===== src/rtl/okwo_status_pkg.sv =====
// Shared field layout, counter update modes and saturating arithmetic for the
// okwo event-status Wire Out feeder.
package okwo_status_pkg;

  localparam int unsigned STATUS_W = 32;
  localparam int unsigned OVF_BIT  = 31;
  localparam int unsigned CNT_H    = 30;
  localparam int unsigned CNT_L    = 16;
  localparam int unsigned STK_H    = 15;
  localparam int unsigned STK_L    = 0;

  typedef enum logic [1:0] {
    ModeHold  = 2'd0,
    ModeRead  = 2'd1,
    ModeClear = 2'd2
  } cnt_mode_e;

  // a - b + inc, clamped at max_val; callers guarantee a >= b.
  function automatic logic [31:0] sat_add_sub(input logic [31:0] a, input logic [31:0] b,
                                              input logic inc, input logic [31:0] max_val);
    logic [32:0] sum;
    sum = {1'b0, a - b} + 33'(inc);
    return (sum > {1'b0, max_val}) ? max_val : sum[31:0];
  endfunction

endpackage


===== src/rtl/okwo_sat_counter.sv =====
// Saturating event-cycle counter with subtract-reported, clear and a sticky
// overflow flag; exposes both current and next state.
module okwo_sat_counter
  import okwo_status_pkg::*;
#(
  parameter int unsigned Width = 15
) (
  input  logic             clk_i,
  input  logic             rst_i,
  input  cnt_mode_e        mode_i,
  input  logic [Width-1:0] sub_i,
  input  logic             rep_ovf_i,
  input  logic             inc_i,
  output logic [Width-1:0] count_o,
  output logic [Width-1:0] count_d_o,
  output logic             ovf_o,
  output logic             ovf_d_o
);

  localparam logic [Width-1:0] MaxVal = {Width{1'b1}};

  logic [Width-1:0] count_q, count_d, after_sub;
  logic             ovf_q, ovf_d;

  assign after_sub = count_q - sub_i;

  always_comb begin
    count_d = count_q;
    ovf_d   = ovf_q;
    case (mode_i)
      ModeClear: begin
        count_d = Width'(inc_i);
        ovf_d   = 1'b0;
      end
      ModeRead: begin
        count_d = Width'(sat_add_sub(32'(count_q), 32'(sub_i), inc_i, 32'(MaxVal)));
        ovf_d   = (ovf_q & ~rep_ovf_i) | (inc_i && (after_sub == MaxVal));
      end
      default: begin
        count_d = Width'(sat_add_sub(32'(count_q), 32'd0, inc_i, 32'(MaxVal)));
        ovf_d   = ovf_q | (inc_i && (count_q == MaxVal));
      end
    endcase
  end

  always_ff @(posedge clk_i or posedge rst_i) begin
    if (rst_i) begin
      count_q <= '0;
      ovf_q   <= 1'b0;
    end else begin
      count_q <= count_d;
      ovf_q   <= ovf_d;
    end
  end

  assign count_o   = count_q;
  assign count_d_o = count_d;
  assign ovf_o     = ovf_q;
  assign ovf_d_o   = ovf_d;

endmodule


===== src/rtl/okwo_event_status.sv =====
// Sticky event word, saturating event counter and overflow flag packed into a
// registered Wire Out status word with lossless clear-on-read.
module okwo_event_status
  import okwo_status_pkg::*;
#(
  parameter int unsigned NUM_EVENTS    = 16,
  parameter int unsigned CNT_WIDTH     = 15,
  parameter int unsigned CLEAR_ON_READ = 1
) (
  input  logic                  ti_clk,
  input  logic                  ti_reset,
  input  logic [NUM_EVENTS-1:0] event_in,
  input  logic [NUM_EVENTS-1:0] event_mask,
  input  logic                  update_stb,
  input  logic                  clear_stb,
  output logic [31:0]           ep_datain,
  output logic                  irq
);

  if (NUM_EVENTS + CNT_WIDTH + 1 != STATUS_W) begin : g_bad_width
    $error("okwo_event_status: NUM_EVENTS + CNT_WIDTH + 1 must equal 32");
  end

  logic [NUM_EVENTS-1:0] event_q, sticky_q, sticky_d, new_ev, rep_sticky;
  logic [CNT_WIDTH-1:0]  rep_count, count_d;
  logic [31:0]           ep_q, ep_d;
  logic                  armed_q, irq_q, irq_d, inc, rep_ovf, ovf_d;
  cnt_mode_e             mode;

  // Held-high inputs at reset release must not look like fresh edges.
  assign new_ev = armed_q ? (event_in & ~event_q & ~event_mask) : '0;
  assign inc    = |new_ev;

  assign rep_sticky = ep_q[NUM_EVENTS-1:0];
  assign rep_count  = ep_q[OVF_BIT-1:NUM_EVENTS];
  assign rep_ovf    = ep_q[OVF_BIT];

  always_comb begin
    mode     = ModeHold;
    sticky_d = sticky_q | new_ev;
    if (clear_stb) begin
      mode     = ModeClear;
      sticky_d = new_ev;
    end else if (update_stb && (CLEAR_ON_READ != 0)) begin
      mode     = ModeRead;
      sticky_d = (sticky_q & ~rep_sticky) | new_ev;
    end
  end

  okwo_sat_counter #(
    .Width (CNT_WIDTH)
  ) u_counter (
    .clk_i     (ti_clk),
    .rst_i     (ti_reset),
    .mode_i    (mode),
    .sub_i     (rep_count),
    .rep_ovf_i (rep_ovf),
    .inc_i     (inc),
    .count_o   (),
    .count_d_o (count_d),
    .ovf_o     (),
    .ovf_d_o   (ovf_d)
  );

  assign ep_d  = {ovf_d, count_d, sticky_d};
  assign irq_d = (|sticky_d) | ovf_d;

  always_ff @(posedge ti_clk or posedge ti_reset) begin
    if (ti_reset) begin
      armed_q  <= 1'b0;
      event_q  <= '0;
      sticky_q <= '0;
      ep_q     <= '0;
      irq_q    <= 1'b0;
    end else begin
      armed_q  <= 1'b1;
      event_q  <= event_in;
      sticky_q <= sticky_d;
      ep_q     <= ep_d;
      irq_q    <= irq_d;
    end
  end

  assign ep_datain = ep_q;
  assign irq       = irq_q;

endmodule


===== config.mk =====
export PLATFORM = sky130hd
export DESIGN_NAME = okwo_event_status
export DESIGN_NICKNAME = d
export VERILOG_FILES = /design/src/rtl/okwo_status_pkg.sv /design/src/rtl/okwo_sat_counter.sv /design/src/rtl/okwo_event_status.sv
export SDC_FILE = /design/constraint.sdc
export NUM_CORES = 1
export LEC_CHECK = 0
export CORE_MARGIN = 10
export CORE_UTILIZATION = 49
export DETAILED_ROUTE_END_ITERATION = 16
export PLACE_DENSITY = 0.74
export SLEW_MARGIN = 20
export SYNTH_ARGS = -nofsm -noshare
export SYNTH_HDL_FRONTEND = slang
export SYNTH_HIERARCHICAL = 1
export SYNTH_SLANG_ARGS = --single-unit

===== constraint.sdc =====
create_clock -name ti_clk -period 4.3 [get_ports ti_clk]
set_input_delay 0.86 -clock ti_clk [delete_from_list [all_inputs] [get_ports ti_clk]]
set_output_delay 0.86 -clock ti_clk [all_outputs]
set_load 0.005 [all_outputs]

==> flow_summary_export.csv, run 1 <==
group,metric,value,unit
finish,layout.nets,605,
placed_design,post-dp-hpwl,8620,µm
finish,design_area,5740,µm²
yosys,mappedNetlistArea,4090,µm²
sta,timing.final.hold_violations,0,
yosys,synth_cells,419,
yosys,synth_enable_flop_cells,0,
sta,timing.max_slew.rel_slack,38.4,%
global_route,grt_max_degree,51,
sta,rsz0062_at_grt,"true",
sta,fin_crit_sh,98.3,%
die,die_w,111,µm
critical_path,setup.worst_path.start_class,"flop",
critical_path,worstPathArrival,4.43,ns
power,power.leakage,2.48,nW
yosys,synthFlopType,"sky130_fd_sc_hd__dfrtp_1",
finish,mostFrequentLayoutCell,"sky130_fd_sc_hd__clkdlybuf4s50_1",
sta,setup_viol_count_final,0,
die,num_io_pins,69,
global_route,antenna_violations_before_repair,0,
sta,max_freq,0.237,GHz
clocking,tritoncts,"yes",
detailed_routing,drt_first_iter_violations,261,
sta,final.setup.worst_slack,0.0750,ns
yosys,post_synth.cell_area_avg,9.77,µm²
yosys,synthDistinctLibCells,68,
power,irDropWorstVdd,0.000219,V
critical_path,path_buf_inv,4,
power,total_power,2.63,mW
finish,fillCellCount,587,
sta,transition_at_the_pin_with_the_smallest_max_transition_slack,0.924,ns
yosys,synth.net_count,479,
yosys,yosys_warning_count,6,
critical_path,cp_slowest_stage_delay,0.38,ns
die,design.core.area,8180,µm²
detailed_routing,drt-vias-per-instance,5.87,
power,power-per-cell-area,458,nW/µm²
detailed_routing,post-route-drc-count,0,
flow_run,drv.max_cap_violation_count,0,
hold_path,holdCritPathClass,"reg2reg",
critical_path,crit_path_cell_trace,"inv_1 > ha_2 > inv_2 > fa_2 > a211oi_4 > o21ai_2 > buf_6 > a2111oi_4 > o31ai_4 > a311oi_4 > and3_4 > buf_6 > and3_4 > ha_4 > nor4b_4 > nand3_2 > a2bb2oi_4 > nor2_2 > o21ai_1",
sta,finClkSkew,0.0118,ns
die,die_height,111,µm
yosys,synth-seq-area-share,40.4,%
die,initial_core_util,50.1,%
finish,n_antenna_cell,0,
placed_design,place_congestion,0.878,
detailed_routing,routed_wire_length_per_instance,18.6,µm
global_route,number_of_global_route_vias_before_repair,3893,
die,std_cell_rows,33,
die,design.die.area,12400,µm²
detailed_routing,detailroute.via_count,3838,
clocking,clock_insertion_delay_worst_skew,0.35,ns
yosys,postSynth.asyncResetShare,100,%
yosys,yosys_register_bits,66,
finish,most-common-layout-cells,"sky130_fd_sc_hd__clkdlybuf4s50_1 (68), sky130_fd_sc_hd__dfrtp_1 (66), sky130_fd_sc_hd__buf_4 (57), sky130_fd_sc_hd__inv_1 (26), sky130_fd_sc_hd__nand3_1 (21)",
clocking,cts.sink_count,66,
critical_path,standard_cell_with_the_maximum_stage_delay_on_the_critical_path,"sky130_fd_sc_hd__dfrtp_1",
global_route,globalRoute.totalOverflow,0,
clocking,clk_pin_slew_worst_paths,0.08,ns
clocking,cts_max_level,3,
clocking,ctsRootBufferMaster,"sky130_fd_sc_hd__clkbuf_8",
finish,proportion_of_layout_cells_with_a_drive_suffix_above_1,25.0,%
placed_design,portBuffers,68,
critical_path,setup.worst_path.end_class,"flop",
critical_path,crit_family,"compound AO/OA/AOI/OAI gates",
detailed_routing,drt_wl_total,12100,µm
placed_design,dp_worst_setup_slack,-0.699,ns
placed_design,postPlaceCellArea,5140,µm²
critical_path,worst-endpoint-required,4.50,ns
run_status,outcome,"finished clean",
global_route,grt_pass1_wl,19400,µm
detailed_routing,firstDrtPassIters,5,
sta,maxSlewViolCount,0,
finish,syn_to_final_growth,40.4,%
clocking,cts_inserted_buffers,9,
critical_path,critical_path_peak_fanout,8,
clocking,holdBufCountCts,0,
sta,period_minus_slack,4.22,ns
global_route,track_usage,18.5,%
critical_path,setup.worst_path.class,"reg2reg",
clocking,cts.path.max_buffers,2,
detailed_routing,ant_nets,0,
-- sequential cells by signal (all words and copies together) (netlist names) --
name,count
ep_datain,32
u_counter/ovf_o,1
armed_q,1
u_counter/count_o,15
irq,1
event_q,16
-- worst register-to-register path: cells and delay by family, from the launching register on --
| family | cells | cell delay [ns] |
|---|---|---|
| and+or+nand+nor | 5 | 1.04 |
| buffers and inverters | 4 | 0.35 |
| adders and majority gates | 3 | 0.75 |
| DFF | 1 | 0.38 |
| AOI/OAI and AO/OA | 7 | 1.56 |
-- kinds of logic (layout without fill, tap and decap cells) --
family	after synthesis	after routing	share of synthesized area, %
AOI/OAI and AO/OA	110	111	19.3
xor gates and xnor gates	28	28	5.99
adders and majority gates	24	24	7.52
buffers and inverters	42	171	4.83
DFF	66	66	40.4
muxes	1	1	0.245
other	1	1	0.0916
and+or+nand+nor	147	147	21.7
-- cells in the mapped netlist, types with 2 or more instances --
library cell,count,area [µm²]
sky130_fd_sc_hd__dfrtp_1,66,1650
sky130_fd_sc_hd__inv_1,29,109
sky130_fd_sc_hd__ha_1,23,288
sky130_fd_sc_hd__nand3_1,22,110
sky130_fd_sc_hd__xnor2_1,20,175
sky130_fd_sc_hd__nand2_1,19,71.3
sky130_fd_sc_hd__nor2_1,19,71.3
sky130_fd_sc_hd__o21ai_0,18,90.1
sky130_fd_sc_hd__a21oi_1,17,85.1
sky130_fd_sc_hd__nor3b_1,14,105
sky130_fd_sc_hd__o21ai_1,14,70.1
sky130_fd_sc_hd__nand4_1,12,75.1
sky130_fd_sc_hd__a22o_1,11,96.3
sky130_fd_sc_hd__nor2_2,10,62.6
sky130_fd_sc_hd__a21o_1,9,67.6
sky130_fd_sc_hd__xor2_1,8,70.1
sky130_fd_sc_hd__clkbuf_1,6,22.5
sky130_fd_sc_hd__nor3_1,6,30.0
sky130_fd_sc_hd__nor4_1,6,37.5
sky130_fd_sc_hd__nor4bb_1,6,60.1
sky130_fd_sc_hd__o21a_1,6,45.0
sky130_fd_sc_hd__buf_6,5,56.3
sky130_fd_sc_hd__nand2b_1,5,31.3
sky130_fd_sc_hd__or3_1,5,31.3
sky130_fd_sc_hd__and2_1,4,25.0
sky130_fd_sc_hd__o211ai_1,4,30.0
sky130_fd_sc_hd__nor2b_1,3,18.8
sky130_fd_sc_hd__o2111ai_1,3,26.3
sky130_fd_sc_hd__or4_4,3,33.8
sky130_fd_sc_hd__a2111oi_0,2,17.5
sky130_fd_sc_hd__a31oi_1,2,12.5
sky130_fd_sc_hd__and3_1,2,12.5
sky130_fd_sc_hd__buf_2,2,10.0
sky130_fd_sc_hd__nor4b_2,2,30.0
sky130_fd_sc_hd__o31ai_1,2,15.0
sky130_fd_sc_hd__or2_2,2,12.5
-- layer usage --
metal / up-vias / global-route usage, % / share of wire [%]
met2: 176 / 31.5 / 49
li1: 1796 / - / -
met4: 0 / 4.71 / 1.6
met1: 1837 / 21.6 / 40
met5: - / 0 / 0
met3: 29 / 6.92 / 8.6
-- path summary, 6_finish.rpt --
| kind | start | endpoint | slack (ns) | cells past startpoint |
|---|---|---|---|---|
| setup reg to reg | u_counter/count_o[0] | u_counter/count_o[4] | 0.08 | 19 |
| hold reg to reg | ep_datain[0] | ep_datain[0] | 0.51 | 1 |
| setup / recovery | u_counter/count_o[0] | u_counter/count_o[4] | 0.08 | 19 |
| hold / removal | ep_datain[0] | ep_datain[0] | 0.51 | 1 |
| min in group asynchronous | ti_reset | u_counter/count_o[12] | 1.01 | 2 |
| max in group asynchronous | ti_reset | ep_datain[16] | 2.71 | 2 |
-- per-stage QoR --
| step | TNS [ns] | instances | util (%) | hold slack, ns |
|---|---|---|---|---|
| 6_report | 0 | 654 | 70.3 | 0.511 |
| 5_1_grt | -1.52 | 654 | 70.3 | 0.536 |
| 4_1_cts | 0 | 646 | 67.3 | 0.513 |
| 3_5_place_dp | -19.67 | 622 | 62.9 | 0.493 |
| 3_3_place_gp | -16.93 | 622 | 62.9 | 0.488 |
| 2_1_floorplan | 0 | 419 | - | 0.497 |
-- final cells by class --
type | instances | area, µm² | share of cell area (%)
Clock inverter | 6 | 92.6 | 1.61
Tap cell | 105 | 131 | 2.29
Timing Repair Buffer | 127 | 1130 | 19.7
Clock buffer | 9 | 124 | 2.16
Inverter | 29 | 110 | 1.92
Sequential cell | 66 | 1650 | 28.8
Multi-Input combinational cell | 312 | 2500 | 43.6
-- power breakdown --
| group | switching [mW] | internal, mW | leakage (nW) |
|---|---|---|---|
| registers | 0.0439 | 0.670 | 0.856 |
| clock network | 0.257 | 0.325 | 0.102 |
| logic | 0.698 | 0.635 | 1.53 |
-- timing repair --
item,4_1_cts,5_1_grt
endpoints found under the hold margin,0,0
setup endpoints to repair,30,30
gates cloned,1,0
pin swaps,9,23
resized for setup,12,35
buffers inserted,8,8
Power figures use the tool's default switching activity.
==> inputs of run 2 (changes only) <==
- CORE_UTILIZATION: 49 -> 40
- PLACE_DENSITY: 0.74 -> 0.62
==> flow_summary_export.csv, run 2 (synthesis gave the netlist of run 1 again) <==
group,metric,value,unit
run_status,outcome,"finished with violations",
run_status,failed_checks,"setup timing",
sta,setup_total_negative_slack,-0.519,ns
critical_path,timing.critical_path.to,"ep_datain[25]",
placed_design,place.detailed.instances,647,
flow_run,drv.max_cap_violation_count,0,
placed_design,postPlaceCellArea,5160,µm²
critical_path,worstPathArrival,4.58,ns
critical_path,worst-endpoint-required,4.50,ns
critical_path,setup.worst_path.end_class,"flop",
finish,most-common-layout-cells,"sky130_fd_sc_hd__clkdlybuf4s50_1 (67), sky130_fd_sc_hd__dfrtp_1 (66), sky130_fd_sc_hd__buf_4 (55), sky130_fd_sc_hd__inv_1 (26)",
critical_path,reg2reg_setup_slack,-0.07,ns
power,irDropWorstVdd,0.000193,V
clocking,cts_inserted_buffers,9,
critical_path,rr_worst_depth,18,
die,die_height,121,µm
power,power.switching_fraction,36.6,%
sta,maxSlewViolCount,0,
critical_path,critical_path.reg2reg.endpoint,"ep_datain[25]",
finish,n_antenna_cell,0,
power,int_power,1.64,mW
die,design.core.area,9860,µm²
clocking,cts.sink_count,66,
placed_design,post-dp-hpwl,8720,µm
sta,finalHoldWorstSlack,0.548,ns
detailed_routing,routed_wire_length_per_instance,17.6,µm
sta,fin_crit_sh,102,%
hold_path,holdCritPathClass,"reg2reg",
finish,layout.nets,602,
placed_design,portBuffers,68,
critical_path,r2r-start,"u_counter/count_o[0]",
detailed_routing,ant_nets,0,
finish,fillCellCount,822,
sta,timing.max_slew.rel_slack,41.9,%
global_route,grt_pass1_wl,19500,µm
power,clock_power_share,25.1,%
sta,transition_at_the_pin_with_the_smallest_max_transition_slack,0.871,ns
sta,rsz0062_at_grt,"true",
global_route,grt_max_degree,49,
placed_design,place_congestion,0.842,
detailed_routing,post-route-drc-count,0,
die,std_cell_rows,36,
power,seq_power_share,27.4,%
clocking,cts_max_level,3,
finish,proportion_of_layout_cells_with_a_drive_suffix_above_1,24.5,%
power,power-per-cell-area,450,nW/µm²
global_route,antenna_violations_before_repair,0,
die,die_w,121,µm
die,num_io_pins,69,
finish,design_area,5750,µm²
sta,max_freq,0.229,GHz
critical_path,setup.worst_path.class,"reg2reg",
sta,timing.final.hold_violations,0,
die,initial_core_util,41.5,%
detailed_routing,detailroute.via_count,3752,
critical_path,setup.worst_path.start_class,"flop",
sta,setup_viol_count_final,20,
finish,largest_reg_flops,32,
detailed_routing,drt-vias-per-instance,5.53,
clocking,cts.path.max_buffers,2,
power,net-switching-power,947,µW
clocking,clk_pin_slew_worst_paths,0.08,ns
clocking,tritoncts,"yes",
detailed_routing,firstDrtPassIters,4,
critical_path,crit_start,"u_counter/count_o[0]",
detailed_routing,drt_first_iter_violations,196,
critical_path,critical_path_peak_fanout,8,
finish,post_layout_nonfiller_instances,679,
global_route,number_of_global_route_vias_before_repair,3904,
power,power.leakage,2.48,nW
finish,mostFrequentLayoutCell,"sky130_fd_sc_hd__clkdlybuf4s50_1",
placed_design,dp_worst_setup_slack,-0.736,ns
die,design.die.area,14700,µm²
global_route,track_usage,16.5,%
detailed_routing,drt_wl_total,11900,µm
finish,final_util,58.3,%
global_route,globalRoute.totalOverflow,0,
sta,period_minus_slack,4.37,ns
sta,finClkSkew,0.0105,ns
power,total_power,2.59,mW
sta,final.setup.worst_slack,-0.0732,ns
finish,syn_to_final_growth,40.4,%
clocking,clock_insertion_delay_worst_skew,0.35,ns
clocking,ctsRootBufferMaster,"sky130_fd_sc_hd__clkbuf_8",
power,pwr-share-comb,47.4,%
run 2: what timing repair did:
action	in CTS	in global routing
endpoints found under the setup margin	30	30
gates cloned	1	0
setup buffers	12	4
pin swaps	11	17
gates resized for setup	15	27
hold buffers	0	0
run 2: worst min path at each step:
stage,cells past startpoint,slack (ns),end,start
2_1_floorplan,1,0.50,ep_datain[0],ep_datain[0]
3_3_place_gp,1,0.52,ep_datain[5],ep_datain[5]
3_5_place_dp,1,0.52,ep_datain[5],ep_datain[5]
4_1_cts,1,0.54,ep_datain[2],ep_datain[2]
5_1_grt,1,0.56,ep_datain[12],ep_datain[12]
6_report,1,0.55,ep_datain[9],ep_datain[9]
run 2: area by class of cell:
type / count / area [µm²] / share of cell area, %
timing repair buffer: 124 / 1110 / 19.3
sequential: 66 / 1650 / 28.7
clock inverter: 6 / 115 / 2.00
inverter: 29 / 110 / 1.92
clock buffer: 9 / 124 / 2.16
multi-input combinational: 312 / 2470 / 43.0
tap: 133 / 166 / 2.90
run 2: power by group through the flow:
stage	Clock, mW	Sequential [mW]	Combinational (mW)
2_1_floorplan	0	0.718	0.734
3_3_place_gp	0	0.720	1.08
3_5_place_dp	0	0.722	1.09
4_1_cts	0.664	0.709	1.15
5_1_grt	0.691	0.718	1.33
6_report	0.650	0.711	1.23
run 2: routing by layer:
layer	vias up	GRT usage, %	wire length, µm	part of all wire [%]
met5	-	0	0	0
met1	1804	19.4	4970	42
met3	19	6.24	1130	9.5
met4	0	5.14	148	1.2
li1	1792	-	-	-
met2	137	27.2	5680	48
run 2: critical path, cell delays in order (launching register included):
cell                        delay [ns]
sky130_fd_sc_hd__dfrtp_1          0.38
sky130_fd_sc_hd__inv_1            0.06
sky130_fd_sc_hd__ha_2             0.18
sky130_fd_sc_hd__inv_2            0.04
sky130_fd_sc_hd__fa_2             0.37
sky130_fd_sc_hd__a211oi_4         0.32
sky130_fd_sc_hd__o21ai_4          0.11
sky130_fd_sc_hd__a211o_1          0.27
sky130_fd_sc_hd__or4_4            0.44
sky130_fd_sc_hd__a311oi_4         0.33
sky130_fd_sc_hd__and3_4           0.26
sky130_fd_sc_hd__buf_6            0.10
sky130_fd_sc_hd__and3_4           0.17
sky130_fd_sc_hd__ha_4             0.20
sky130_fd_sc_hd__nor4b_4          0.31
sky130_fd_sc_hd__nand3_2          0.17
sky130_fd_sc_hd__a2bb2oi_4        0.23
sky130_fd_sc_hd__o21ai_1          0.19
sky130_fd_sc_hd__o21ai_1          0.09
